`config.mk`:
```
export PLATFORM = sky130hd
export DESIGN_NAME = fb_write_arbiter
export DESIGN_NICKNAME = d
export VERILOG_FILES = /design/src/rtl/fb_write_arbiter.sv
export SDC_FILE = /design/constraint.sdc
export NUM_CORES = 1
export LEC_CHECK = 0
export ABC_AREA = 1
export BUFFER_PORTS_ARGS = -buffer_cell sky130_fd_sc_hd__buf_4
export CAP_MARGIN = 10
export CORE_ASPECT_RATIO = 1.4
export CORE_MARGIN = 2
export CORE_UTILIZATION = 30
export DETAILED_ROUTE_END_ITERATION = 8
export GPL_ROUTABILITY_DRIVEN = 0
export HOLD_SLACK_MARGIN = 0.03
export PLACE_DENSITY = 0.57
export SLEW_MARGIN = 30
export SYNTH_ARGS = -nofsm -noshare
export SYNTH_HDL_FRONTEND = slang
export SYNTH_SLANG_ARGS = --single-unit
```
`constraint.sdc`:
```
create_clock -name CLK -period 1.2 [get_ports CLK]
set_input_delay 0.12 -clock CLK [delete_from_list [all_inputs] [get_ports CLK]]
set_output_delay 0.12 -clock CLK [all_outputs]
set_load 0.01 [all_outputs]
```
`src/rtl/fb_write_arbiter.sv`:
```
// Write-port arbiter for the 160x120 1-bit frame buffer: bus pixel writes and a full-frame fill engine.
module fb_write_arbiter #(
    parameter int unsigned X_PIXELS = 160,
    parameter int unsigned Y_PIXELS = 120
) (
    input  logic        CLK,
    input  logic        RESET,
    input  logic        WR_VALID,
    output logic        WR_READY,
    input  logic [7:0]  WR_X,
    input  logic [6:0]  WR_Y,
    input  logic        WR_PIXEL,
    input  logic        CLR_START,
    input  logic        CLR_PIXEL,
    output logic [14:0] FB_ADDR,
    output logic        FB_DATA,
    output logic        FB_WE,
    output logic        CLR_BUSY,
    output logic        CLR_DONE,
    output logic        WR_DROP
);

    localparam int unsigned XW = 8;
    localparam int unsigned YW = 7;
    localparam int unsigned AW = XW + YW;

    localparam logic [XW-1:0] X_LIMIT = XW'(X_PIXELS);
    localparam logic [YW-1:0] Y_LIMIT = YW'(Y_PIXELS);
    localparam logic [XW-1:0] X_LAST  = XW'(X_PIXELS - 1);
    localparam logic [YW-1:0] Y_LAST  = YW'(Y_PIXELS - 1);

    typedef enum logic [1:0] {
        ST_IDLE = 2'd0,
        ST_FILL = 2'd1,
        ST_DONE = 2'd2
    } state_e;

    // Which requester owned the most recent FILL slot.
    typedef enum logic {
        GRANT_FILL = 1'b0,
        GRANT_BUS  = 1'b1
    } grant_e;

    state_e          state_q, state_d;
    grant_e          last_grant_q, last_grant_d;
    logic [XW-1:0]   x_q, x_d;
    logic [YW-1:0]   y_q, y_d;
    logic            clr_pixel_q, clr_pixel_d;
    logic [AW-1:0]   fb_addr_q, fb_addr_d;
    logic            fb_data_q, fb_data_d;
    logic            fb_we_q, fb_we_d;
    logic            clr_busy_q, clr_busy_d;
    logic            clr_done_q, clr_done_d;
    logic            wr_drop_q, wr_drop_d;

    logic            bus_grant;
    logic            fill_grant;
    logic            wr_ready_c;
    logic            bus_in_range;

    // Next-state, arbitration, fill counters and registered port outputs.
    always_comb begin
        state_d      = state_q;
        last_grant_d = last_grant_q;
        x_d          = x_q;
        y_d          = y_q;
        clr_pixel_d  = clr_pixel_q;
        fb_addr_d    = fb_addr_q;
        fb_data_d    = fb_data_q;
        fb_we_d      = 1'b0;
        clr_done_d   = 1'b0;
        wr_drop_d    = 1'b0;
        bus_grant    = 1'b0;
        fill_grant   = 1'b0;
        bus_in_range = (WR_X < X_LIMIT) && (WR_Y < Y_LIMIT);

        // Ready is forced high while reset is held so the bus never stalls on a dead block.
        wr_ready_c   = !RESET || (state_q != ST_FILL) || (last_grant_q == GRANT_FILL);

        case (state_q)
            ST_IDLE: begin
                bus_grant = WR_VALID;
                if (CLR_START) begin
                    state_d     = ST_FILL;
                    clr_pixel_d = CLR_PIXEL;
                    x_d         = '0;
                    y_d         = '0;
                end
            end
            ST_FILL: begin
                if (WR_VALID && (last_grant_q == GRANT_FILL)) begin
                    bus_grant    = 1'b1;
                    last_grant_d = GRANT_BUS;
                end else begin
                    fill_grant   = 1'b1;
                    last_grant_d = GRANT_FILL;
                end
            end
            ST_DONE: begin
                bus_grant  = WR_VALID;
                clr_done_d = 1'b1;
                state_d    = ST_IDLE;
            end
            default: begin
                state_d = ST_IDLE;
            end
        endcase

        if (fill_grant) begin
            fb_we_d   = 1'b1;
            fb_addr_d = {y_q, x_q};
            fb_data_d = clr_pixel_q;
            if (x_q == X_LAST) begin
                x_d = '0;
                if (y_q == Y_LAST) begin
                    state_d = ST_DONE;
                end else begin
                    y_d = y_q + YW'(1);
                end
            end else begin
                x_d = x_q + XW'(1);
            end
        end

        // Out-of-range bus writes still handshake but only flag a drop.
        if (bus_grant) begin
            if (bus_in_range) begin
                fb_we_d   = 1'b1;
                fb_addr_d = {WR_Y, WR_X};
                fb_data_d = WR_PIXEL;
            end else begin
                wr_drop_d = 1'b1;
            end
        end

        clr_busy_d = (state_d != ST_IDLE);
    end

    // State and output registers with synchronous active-low reset.
    always_ff @(posedge CLK) begin
        if (!RESET) begin
            state_q      <= ST_IDLE;
            last_grant_q <= GRANT_FILL;
            x_q          <= '0;
            y_q          <= '0;
            clr_pixel_q  <= 1'b0;
            fb_addr_q    <= '0;
            fb_data_q    <= 1'b0;
            fb_we_q      <= 1'b0;
            clr_busy_q   <= 1'b0;
            clr_done_q   <= 1'b0;
            wr_drop_q    <= 1'b0;
        end else begin
            state_q      <= state_d;
            last_grant_q <= last_grant_d;
            x_q          <= x_d;
            y_q          <= y_d;
            clr_pixel_q  <= clr_pixel_d;
            fb_addr_q    <= fb_addr_d;
            fb_data_q    <= fb_data_d;
            fb_we_q      <= fb_we_d;
            clr_busy_q   <= clr_busy_d;
            clr_done_q   <= clr_done_d;
            wr_drop_q    <= wr_drop_d;
        end
    end

    assign WR_READY = wr_ready_c;
    assign FB_ADDR  = fb_addr_q;
    assign FB_DATA  = fb_data_q;
    assign FB_WE    = fb_we_q;
    assign CLR_BUSY = clr_busy_q;
    assign CLR_DONE = clr_done_q;
    assign WR_DROP  = wr_drop_q;

endmodule
```
==> Word level (Yosys, flattened, before mapping) <==
Cells that the tools add are included.
{ "classes": {"n_bitwise": 1, "n_reduce_logical": 13, "mux": 29, "n_addsub": 2, "eq_ne": 5, "n_lt_le_gt_ge": 2} }
{ "ops": {"columns": ["operator", "n"], "rows": [
  ["$mux W15", 3],
  ["$mux W7", 5],
  ["$mux W8", 4],
  ["$mux W1", 11],
  ["$add A8 B1 Y8 const B", 1],
  ["$eq A8 B8 Y1 const B", 1],
  ["$lt A8 B8 Y1 const B", 1],
  ["$mux W2", 4],
  ["$add A7 B1 Y7 const B", 1],
  ["$eq A7 B7 Y1 const B", 1],
  ["$lt A7 B7 Y1 const B", 1],
  ["$reduce_and A2 Y1", 3],
  ["$reduce_bool A2 Y1", 3],
  ["$pmux W2 S2", 1],
  ["$eq A2 B1 Y1 const B", 1],
  ["$eq A2 B2 Y1 const B", 1],
  ["$logic_and A1 B1 Y1", 2],
  ["$logic_not A2 Y1", 1],
  ["$logic_or A1 B1 Y1", 2],
  ["$ne A2 B1 Y1 const B", 1],
  ["$pmux W1 S2", 1],
  ["$reduce_or A2 Y1", 1],
  ["$logic_not A1 Y1", 1],
  ["$not A1 Y1", 1]
]} }
{ "word_totals": {"out_inout_bits": 21, "word_cells": 63, "inputBits": 21, "register_bits": 39} }

==> Logic depth before layout (Yosys ltp) <==
Gate-level depths: netlist of run 1.
{ "depth": {"ltp_word": 7, "mapped_depth": 10, "ltp_nobuf": 10} }

==> Worst setup path after synthesis of run 1 <==
No wires, ideal clock.
{ "synth_path": {"path_type": "register to register", "startpoint": "register x_q[0]", "endpoint": "register y_q[5]", "n_path_buf": 0, "arrival_time_ns": 1.166, "required_ns": 1.085, "synth_period_minus_slack_ns": 1.281, "setup_time_ns": 0.115, "path_stages_with_launch": 11, "setup_slack_ns": -0.081, "path_cell_list": "dfxtp_1 > ha_1 > nand2_1 > inv_1 > nand2_1 > nor2_4 > nand3_2 > inv_2 > nand2_1 > nand2_1 > nor2_1"} }
{ "synth_between": {"elab_chain_cells": 3} }
{ "synth_rtl": {"columns": ["item", "line_no", "rtl"], "rows": [
  ["start, declared", "46", "logic [XW-1:0] x_q, x_d;"],
  ["start signal, assigned", "144", "x_q <= '0;"],
  ["start signal, assigned", "156", "x_q <= x_d;"],
  ["$eq A8 B8 Y1", "113", "if (x_q == X_LAST) begin"],
  ["$mux W7", "113", null],
  ["$mux W7", "109", "if (fill_grant) begin"],
  ["end signal, assigned", "157", "y_q <= y_d;"],
  ["end, declared", "47", "logic [YW-1:0] y_q, y_d;"]
]} }
No other way between the ends.
A chain may end at the register's enable or synchronous reset.

==> Worst setup path in the final report of run 1 <==
{ "layout_path": {"startpoint": "register last_grant_q", "endpoint": "register x_q[1]"} }
{ "layout_between": {"elab_chain_cells": 6, "elab_cells_between_ends": 8, "classes_between": "mux: 3; bitwise: 1; reduce/logical: 4"} }
{ "layout_rtl": {"columns": ["item", "line_no", "rtl"], "rows": [
  ["start, declared", "45", "grant_e last_grant_q, last_grant_d;"],
  ["start signal, assigned", "155", "last_grant_q <= last_grant_d;"],
  ["$not A1 Y1 (*)", "91", "if (WR_VALID && (last_grant_q == GRANT_FILL)) begin"],
  ["$logic_and A1 B1 Y1 (*)", "91", null],
  ["$mux W1 (*)", "91", null],
  ["$mux W1 (*)", "80", "case (state_q)"],
  ["$reduce_bool A2 Y1 (no line)", null, null],
  ["$reduce_and A2 Y1 (no line)", null, null]
]} }
Every way passes the cells marked *; elsewhere a longest branch is shown, timed or not.

==> results of run 1 <==
-- cell usage after synthesis (2+ instances only) --
master / number / area, um^2
sky130_fd_sc_hd__clkbuf_1: 3 / 11.3
sky130_fd_sc_hd__inv_1: 18 / 67.6
sky130_fd_sc_hd__nand3_1: 25 / 125
sky130_fd_sc_hd__buf_4: 2 / 15.0
sky130_fd_sc_hd__a21oi_1: 17 / 85.1
sky130_fd_sc_hd__o21ai_1: 2 / 10.0
sky130_fd_sc_hd__o21ai_0: 7 / 35.0
sky130_fd_sc_hd__ha_1: 2 / 25.0
sky130_fd_sc_hd__nor2_1: 51 / 191
sky130_fd_sc_hd__o21bai_1: 2 / 15.0
sky130_fd_sc_hd__dfxtp_1: 39 / 781
sky130_fd_sc_hd__nand2_1: 90 / 338
sky130_fd_sc_hd__nand4_1: 2 / 12.5
sky130_fd_sc_hd__nor2_2: 3 / 18.8
sky130_fd_sc_hd__nor3_1: 4 / 20.0
sky130_fd_sc_hd__inv_2: 3 / 11.3
sky130_fd_sc_hd__buf_2: 3 / 15.0
-- per-stage QoR --
stage | setup slack (ns) | instances | util
6_report | -0.113 | 444 | 0.497
3_5_place_dp | -0.119 | 424 | 0.411
2_1_floorplan | -0.0360 | 287 | -
5_1_grt | -0.202 | 444 | 0.497
3_3_place_gp | -0.110 | 424 | 0.411
4_1_cts | -0.0970 | 437 | 0.451
-- critical path: cells and delay by family, from the launching register on --
family | cells | cell delay [ns]
AND/OR/NAND/NOR | 4 | 0.55
buffers and inverters | 2 | 0.24
flip-flops | 1 | 0.34
AO/OA/AOI/OAI | 1 | 0.12
-- kinds of logic (layout without fill, tap and decap cells) --
family | Yosys count | after routing | share of synthesized area
simple gates | 182 | 182 | 0.411
flops | 39 | 39 | 0.410
buf+inv | 32 | 117 | 0.0742
compound gates | 31 | 31 | 0.0874
fa+ha+maj | 2 | 2 | 0.0131
xor+xnor | 1 | 1 | 0.00460
-- cell type report --
cell class	count	area, um^2	area share
sequential	39	788	0.257
inverter	23	95.1	0.0310
clock inverter	3	20.0	0.00653
clock buffer	5	68.8	0.0225
tap	72	90.1	0.0294
multi-input combinational	216	1230	0.403
timing repair buffer	86	767	0.250
-- state kept, by name (all words and copies together) (netlist names) --
name and cells:
clr_pixel_q 1, last_grant_q 1, y_q 7, CLR_BUSY 1, FB_ADDR 15, x_q 8, FB_WE 1, state_q 2
WR_DROP 1, FB_DATA 1, CLR_DONE 1
-- report_power, final --
group | switching [uW] | leakage, uW | internal (uW)
clock network | 505 | 0.0000402 | 405
logic | 372 | 0.00112 | 386
registers | 46.3 | 0.000322 | 1370
-- how the worst max path moves through the flow --
stage / slack, ns / endpoint / from / cells past startpoint
2_1_floorplan: -0.04 / y_q[3] / x_q[1] / 8
3_3_place_gp: -0.11 / FB_ADDR[10] / last_grant_q / 9
3_5_place_dp: -0.12 / FB_ADDR[6] / last_grant_q / 9
4_1_cts: -0.1 / y_q[5] / last_grant_q / 9
5_1_grt: -0.20 / FB_ADDR[7] / last_grant_q / 9
6_report: -0.11 / x_q[1] / last_grant_q / 7
-- what timing repair did --
item | in CTS | in global routing
hold buffers | 0 | 1
pin swaps | 6 | 32
setup buffers | 4 | 4
resized for setup | 25 | 54
setup endpoints to repair | 35 | 36
gates cloned | 1 | 3
hold endpoints to repair | 0 | 1
-- routing by layer --
layer,wire length (um),GRT usage,vias up
li1,-,-,1084
met1,2260,0.162,1011
met2,3220,0.288,26
met3,154,0.0289,6
met4,83,0.0653,0
met5,0,0,-
==> metrics.txt, run 1 <==
# TYPE chip_impl_metric gauge
chip_impl_info{name="result_of_the_run",value="complete, but fails checks"} 1
chip_impl_info{name="failed_checks",value="setup timing"} 1
chip_impl_info{name="critPathCaptureType",value="flop"} 1
chip_impl_metric{name="postRouteWirelength",unit="um"} 5720
chip_impl_metric{name="power.leakage",unit="uW"} 0.00149
chip_impl_metric{name="max_stage_delay",unit="ns"} 0.34
chip_impl_metric{name="yosys.cell_types.count",unit=""} 31
chip_impl_metric{name="fin_nets",unit=""} 394
chip_impl_metric{name="post_route_cells_drive_above_1_share",unit=""} 0.430
chip_impl_metric{name="finalMaxSlewViolations",unit=""} 0
chip_impl_metric{name="finalSetupTns",unit="ns"} -1.90
chip_impl_metric{name="skew",unit="ns"} 0.00886
chip_impl_metric{name="whs_path_depth",unit=""} 3
chip_impl_metric{name="numClockSinks",unit=""} 39
chip_impl_metric{name="layout_setup_ws",unit="ns"} -0.113
chip_impl_metric{name="start_util",unit=""} 0.309
chip_impl_info{name="r2r_start",value="last_grant_q"} 1
chip_impl_metric{name="fp.coreArea",unit="mm^2"} 0.00617
chip_impl_metric{name="total_of_flip_flops_plus_latches_after_synthesis",unit=""} 39
chip_impl_metric{name="gate_count_after_technology_mapping",unit=""} 287
chip_impl_metric{name="drt-wirelength-per-cell",unit="um"} 12.9
chip_impl_metric{name="grt_start_max_net_pins",unit=""} 27
chip_impl_metric{name="detailed_place.area",unit="mm^2"} 0.00253
chip_impl_metric{name="design.die.area",unit="mm^2"} 0.00701
chip_impl_info{name="worstHoldStart",value="WR_X[4]"} 1
chip_impl_metric{name="gr-total-overflow",unit=""} 0
chip_impl_metric{name="violation_count_after_the_first_detailed_routing_iteration",unit=""} 97
chip_impl_metric{name="final_antenna_net_count",unit=""} 0
chip_impl_metric{name="grt_first_pass_wirelength",unit="um"} 8530
chip_impl_metric{name="synth-edff-count",unit=""} 0
chip_impl_info{name="cp-start-kind",value="flop"} 1
chip_impl_metric{name="r2r_slack",unit="ns"} -0.11
chip_impl_metric{name="flow.area_growth_from_synthesis",unit="%"} 60.9
chip_impl_info{name="crit_type",value="flop to flop"} 1
chip_impl_metric{name="path_clk_slew",unit="ns"} 0.09
chip_impl_metric{name="clock_insertion_delay_worst_skew",unit="ns"} 0.30
chip_impl_metric{name="die_width",unit="um"} 71.3
chip_impl_metric{name="critPathMaxFanout",unit=""} 7
chip_impl_info{name="postSynth.topFlopCell",value="sky130_fd_sc_hd__dfxtp_1"} 1
chip_impl_metric{name="cp_data_required_time",unit="ns"} 1.43
chip_impl_metric{name="mapped_nets",unit=""} 310
chip_impl_metric{name="report.power.total",unit="uW"} 3080
chip_impl_metric{name="power_density",unit="mW/mm^2"} 1010
chip_impl_info{name="clock-root-buffer",value="sky130_fd_sc_hd__clkbuf_8"} 1
chip_impl_metric{name="hold-worst-slack",unit="ns"} 0.0243
chip_impl_metric{name="total_vias_in_the_final_route",unit=""} 2127
chip_impl_metric{name="setup_violations",unit=""} 27
chip_impl_metric{name="io_buffer_count",unit=""} 41
chip_impl_metric{name="ctsLongestPathBuffers",unit=""} 2
chip_impl_metric{name="cts_made_buffers",unit=""} 5
chip_impl_metric{name="power.ir.vdd_worst",unit="mV"} 0.668
chip_impl_info{name="mostFrequentLayoutCells",value="71 x sky130_fd_sc_hd__nand2_1, 70 x sky130_fd_sc_hd__buf_4, 49 x sky130_fd_sc_hd__nor2_1, 33 x sky130_fd_sc_hd__dfxtp_1"} 1
chip_impl_metric{name="wp_data_arrival",unit="ns"} 1.54
chip_impl_metric{name="detailedRoute.firstPassIterationCount",unit=""} 4
chip_impl_info{name="layout.cells.most_common",value="sky130_fd_sc_hd__nand2_1"} 1
chip_impl_metric{name="layout.cell_area.non_filler",unit="mm^2"} 0.00306
chip_impl_metric{name="timing.max_cap.violations",unit=""} 0
chip_impl_info{name="slowest_stage",value="sky130_fd_sc_hd__dfxtp_2"} 1
chip_impl_metric{name="synthesis.area",unit="mm^2"} 0.00190
chip_impl_info{name="classification_of_the_worst_slack_hold_path",value="primary input to flop"} 1
chip_impl_metric{name="worst_r2r_path_depth",unit=""} 7
chip_impl_info{name="r2r-end",value="x_q[1]"} 1
chip_impl_metric{name="drcViolationCount",unit=""} 0
chip_impl_info{name="unrepaired_setup_endpoints_after_global_routing",value="true"} 1
chip_impl_metric{name="achievable-frequency",unit="MHz"} 761
chip_impl_metric{name="number_of_global_route_vias_before_repair",unit=""} 1910
chip_impl_metric{name="number_of_primary_i_o_pins",unit=""} 42
chip_impl_info{name="worstHoldEndpoint",value="FB_ADDR[4]"} 1
chip_impl_metric{name="async_reset_ff_frac",unit=""} 0
chip_impl_metric{name="finalCritPeriodShare",unit=""} 1.09
chip_impl_metric{name="ys.warnings.count",unit=""} 0
chip_impl_metric{name="hold_violations",unit=""} 0
chip_impl_metric{name="synth_sequential_area_ratio",unit=""} 0.410
chip_impl_metric{name="filler_cell_count",unit=""} 614
chip_impl_metric{name="timing_worst_slew_pin_value",unit="ns"} 0.303
chip_impl_info{name="tritoncts",value="built"} 1
chip_impl_metric{name="clock_tree.htree_level_count",unit=""} 2
chip_impl_metric{name="synth_area_per_inst",unit="um^2"} 6.64
chip_impl_metric{name="place.detailed.hpwl",unit="um"} 3800
chip_impl_metric{name="floorplan.die.height",unit="um"} 98.3
chip_impl_metric{name="timing.max_slew.rel_slack",unit=""} 0.798
chip_impl_metric{name="globalRouteTotalUtil",unit=""} 0.154
chip_impl_metric{name="number_of_cell_rows",unit=""} 34
chip_impl_metric{name="antennaDiodeCount",unit=""} 0
chip_impl_info{name="crit_chain",value="buf_6 > nor2_4 > nor2_8 > buf_6 > nor2_4 > nand2_1 > a21oi_2"} 1
chip_impl_metric{name="via_per_inst",unit=""} 4.79
chip_impl_metric{name="number_of_antenna_violations_at_the_first_check_in_global_routing",unit=""} 0
chip_impl_metric{name="final.min_clock_period",unit="ns"} 1.31
Note: power is estimated with default switching activity, not from simulation.
==> run 2, diff against run 1 <==
- ABC_AREA: 1 -> unset
- CAP_MARGIN: 10 -> 20
==> metrics.txt, run 2 <==
# TYPE chip_impl_metric gauge
chip_impl_metric{name="clock_insertion_delay_worst_skew",unit="ns"} 0.30
chip_impl_metric{name="floorplan.die.height",unit="um"} 95.0
chip_impl_metric{name="final_antenna_net_count",unit=""} 0
chip_impl_metric{name="die_width",unit="um"} 69.0
chip_impl_info{name="slowest_stage",value="sky130_fd_sc_hd__or4_4"} 1
chip_impl_metric{name="timing.max_cap.violations",unit=""} 0
chip_impl_metric{name="hold-worst-slack",unit="ns"} 0.0673
chip_impl_metric{name="whs_path_depth",unit=""} 2
chip_impl_metric{name="synth_sequential_area_ratio",unit=""} 0.440
chip_impl_info{name="critPathCaptureType",value="flop"} 1
chip_impl_metric{name="drt-wirelength-per-cell",unit="um"} 15.4
chip_impl_info{name="r2r-end",value="y_q[4]"} 1
chip_impl_info{name="unrepaired_setup_endpoints_after_global_routing",value="true"} 1
chip_impl_info{name="mostFrequentLayoutCells",value="84 x sky130_fd_sc_hd__buf_4, 35 x sky130_fd_sc_hd__nand2_1, 31 x sky130_fd_sc_hd__dfxtp_1, 16 x sky130_fd_sc_hd__nor2_1, 14 x sky130_fd_sc_hd__buf_6"} 1
chip_impl_metric{name="layout_setup_ws",unit="ns"} -0.686
chip_impl_info{name="worstHoldEndpoint",value="CLR_BUSY"} 1
chip_impl_metric{name="placement.setup.worst_slack",unit="ns"} -0.636
chip_impl_metric{name="max_stage_delay",unit="ns"} 0.53
chip_impl_info{name="post_synth_main_area_contributors",value="sky130_fd_sc_hd__dfxtp_1 44%, sky130_fd_sc_hd__nand2_1 8.0%, sky130_fd_sc_hd__a311oi_1 7.9%"} 1
chip_impl_metric{name="largest_register_ff_count",unit=""} 15
chip_impl_metric{name="power.ir.vdd_worst",unit="mV"} 0.423
chip_impl_info{name="crit_type",value="flop to flop"} 1
chip_impl_metric{name="finalCritPeriodShare",unit=""} 1.57
chip_impl_metric{name="synthesis.area",unit="mm^2"} 0.00177
chip_impl_metric{name="wp_data_arrival",unit="ns"} 2.10
chip_impl_metric{name="flow.area_growth_from_synthesis",unit="%"} 71.1
chip_impl_metric{name="fp.coreArea",unit="mm^2"} 0.00578
chip_impl_metric{name="cp_data_required_time",unit="ns"} 1.41
chip_impl_metric{name="synth-edff-count",unit=""} 0
chip_impl_metric{name="fin_nets",unit=""} 337
chip_impl_info{name="synthDominantAreaCellType",value="sky130_fd_sc_hd__dfxtp_1"} 1
chip_impl_info{name="most_repeated_cell_in_the_gate_level_netlist_after_synthesis",value="sky130_fd_sc_hd__dfxtp_1"} 1
chip_impl_info{name="yosys-top-cells-count",value="39 x sky130_fd_sc_hd__dfxtp_1, 38 x sky130_fd_sc_hd__nand2_1, 20 x sky130_fd_sc_hd__nor2_1, 16 x sky130_fd_sc_hd__a21oi_1, 16 x sky130_fd_sc_hd__a311oi_1"} 1
chip_impl_metric{name="detailed_place.area",unit="mm^2"} 0.00256
chip_impl_metric{name="cts_made_buffers",unit=""} 5
chip_impl_info{name="layout.cells.most_common",value="sky130_fd_sc_hd__buf_4"} 1
chip_impl_metric{name="number_of_global_route_vias_before_repair",unit=""} 1942
chip_impl_metric{name="number_of_antenna_violations_at_the_first_check_in_global_routing",unit=""} 0
chip_impl_info{name="clock-root-buffer",value="sky130_fd_sc_hd__clkbuf_8"} 1
chip_impl_metric{name="place.detailed.hpwl",unit="um"} 3870
chip_impl_metric{name="power.leakage",unit="uW"} 0.00126
chip_impl_metric{name="power_density",unit="mW/mm^2"} 945
chip_impl_metric{name="finalSetupTns",unit="ns"} -11.85
chip_impl_metric{name="finalMaxSlewViolations",unit=""} 0
chip_impl_metric{name="critPathMaxFanout",unit=""} 6
chip_impl_metric{name="async_reset_ff_frac",unit=""} 0
chip_impl_metric{name="gate_count_after_technology_mapping",unit=""} 213
chip_impl_metric{name="detailedRoute.firstPassIterationCount",unit=""} 7
chip_impl_metric{name="clock_tree.htree_level_count",unit=""} 2
chip_impl_info{name="r2r_start",value="x_q[6]"} 1
chip_impl_metric{name="layout.cell_area.non_filler",unit="mm^2"} 0.00304
chip_impl_metric{name="path_clk_slew",unit="ns"} 0.08
chip_impl_metric{name="ff_latch_area",unit="um^2"} 796
chip_impl_info{name="critical-path-top-delay-family",value="simple AND/OR/NAND/NOR gates"} 1
chip_impl_metric{name="mapped_nets",unit=""} 236
chip_impl_metric{name="start_util",unit=""} 0.307
chip_impl_metric{name="yosys.cell_types.count",unit=""} 38
chip_impl_metric{name="multi_input_area",unit="mm^2"} 0.00115
chip_impl_info{name="worstHoldStart",value="CLR_START"} 1
chip_impl_metric{name="total_vias_in_the_final_route",unit=""} 2048
chip_impl_metric{name="skew",unit="ns"} 0.00952
chip_impl_metric{name="worst_r2r_path_depth",unit=""} 4
chip_impl_metric{name="ys.warnings.count",unit=""} 0
chip_impl_metric{name="filler_cell_count",unit=""} 567
chip_impl_metric{name="antennaDiodeCount",unit=""} 0
chip_impl_metric{name="timing.max_slew.rel_slack",unit=""} 0.661
chip_impl_metric{name="total_of_flip_flops_plus_latches_after_synthesis",unit=""} 39
chip_impl_metric{name="number_of_cell_rows",unit=""} 33
chip_impl_metric{name="gr-total-overflow",unit=""} 0
chip_impl_info{name="cp-start-kind",value="flop"} 1
chip_impl_info{name="crit_chain",value="or3b_4 > or4_4 > or3_4 > a311oi_2"} 1
chip_impl_metric{name="hold_violations",unit=""} 0
chip_impl_metric{name="synth_top_area_share",unit=""} 0.440
chip_impl_metric{name="post_route_cells_drive_above_1_share",unit=""} 0.492
chip_impl_metric{name="violation_count_after_the_first_detailed_routing_iteration",unit=""} 100
chip_impl_metric{name="r2r_slack",unit="ns"} -0.69
chip_impl_metric{name="critical_path_buf_inv_count",unit=""} 0
chip_impl_metric{name="setup_violations",unit=""} 36
chip_impl_metric{name="synth_area_per_inst",unit="um^2"} 8.33
chip_impl_metric{name="globalRouteTotalUtil",unit=""} 0.187
chip_impl_metric{name="grt_first_pass_wirelength",unit="um"} 9330
chip_impl_info{name="classification_of_the_worst_slack_hold_path",value="primary input to flop"} 1
chip_impl_metric{name="number_of_primary_i_o_pins",unit=""} 42
chip_impl_metric{name="grt_start_max_net_pins",unit=""} 17
chip_impl_metric{name="drcViolationCount",unit=""} 0
chip_impl_metric{name="final.min_clock_period",unit="ns"} 1.89
chip_impl_metric{name="postRouteWirelength",unit="um"} 5930
chip_impl_metric{name="via_per_inst",unit=""} 5.32
chip_impl_metric{name="ctsLongestPathBuffers",unit=""} 2
chip_impl_metric{name="io_buffer_count",unit=""} 41
chip_impl_metric{name="numClockSinks",unit=""} 39
chip_impl_info{name="failed_checks",value="setup timing"} 1
chip_impl_info{name="result_of_the_run",value="complete, but fails checks"} 1
chip_impl_metric{name="worstSetupPathDepth",unit=""} 4
chip_impl_info{name="postSynth.topFlopCell",value="sky130_fd_sc_hd__dfxtp_1"} 1
chip_impl_info{name="tritoncts",value="built"} 1
chip_impl_metric{name="timing_worst_slew_pin_value",unit="ns"} 0.504
chip_impl_metric{name="achievable-frequency",unit="MHz"} 530
chip_impl_metric{name="design.die.area",unit="mm^2"} 0.00655
-- run 2: cell count changes in the layout (fill, tap and decap cells not counted), moves of 7 or more --
cell                       previous run  this run
sky130_fd_sc_hd__nand3_2             11         1
sky130_fd_sc_hd__buf_4               70        84
sky130_fd_sc_hd__inv_1               14         2
sky130_fd_sc_hd__nor2_1              49        16
sky130_fd_sc_hd__a311oi_1             0         9
sky130_fd_sc_hd__a311oi_2             0         7
sky130_fd_sc_hd__nand2_1             71        35
sky130_fd_sc_hd__nand2_4             10         0
-- run 2: per-stage QoR --
step	power [uW]	std cells	utilization
4_1_cts	2860	377	0.504
6_report	2870	385	0.525
3_5_place_dp	1860	361	0.444
2_1_floorplan	1620	213	-
3_3_place_gp	1860	361	0.444
5_1_grt	2980	385	0.525
-- run 2: timing repair --
| action | in CTS | in global routing |
|---|---|---|
| setup endpoints to repair | 36 | 36 |
| hold buffers | 0 | 0 |
| resized for setup | 35 | 17 |
| pin swaps | 11 | 8 |
| cloned | 3 | 0 |
| setup buffers | 5 | 9 |
-- run 2: final cells by class --
cell class,count,share of cell area
Tap cell,70,0.0289
Clock buffer,5,0.0227
Clock inverter,3,0.00495
Timing Repair Buffer,104,0.300
Inverter,2,0.00247
Multi-Input combinational cell,162,0.379
Sequential cell,39,0.262
-- run 2: metal layers --
layer | vias up | wire length [um] | track usage
li1 | 997 | - | -
met1 | 976 | 2460 | 0.227
met2 | 58 | 3050 | 0.330
met3 | 17 | 281 | 0.0310
met4 | 0 | 127 | 0.0572
met5 | - | 0 | 0
-- run 2: worst max-delay path by stage --
stage / startpoint / slack, ns / end
2_1_floorplan: x_q[6] / -0.61 / y_q[4]
3_3_place_gp: x_q[6] / -0.62 / y_q[4]
3_5_place_dp: x_q[6] / -0.64 / y_q[4]
4_1_cts: x_q[6] / -0.70 / y_q[4]
5_1_grt: x_q[7] / -0.74 / y_q[4]
6_report: x_q[6] / -0.69 / y_q[4]
-- run 2: cell families (layout without fill, tap and decap cells) --
group                    Yosys count  count (layout)  synth area share
buffers and inverters             12             114            0.0254
flip-flops                        39              39             0.440
multiplexers                       2               2            0.0127
AO/OA/AOI/OAI                     55              55             0.221
adder cells (fa/ha/maj)            2               2            0.0141
AND/OR/NAND/NOR                  103             103             0.286
-- run 2: power breakdown --
group | switching, uW | internal [uW] | total [uW]
logic | 270 | 321 | 590
clock network | 500 | 399 | 899
registers | 33.1 | 1350 | 1380
total | 803 | 2070 | 2870
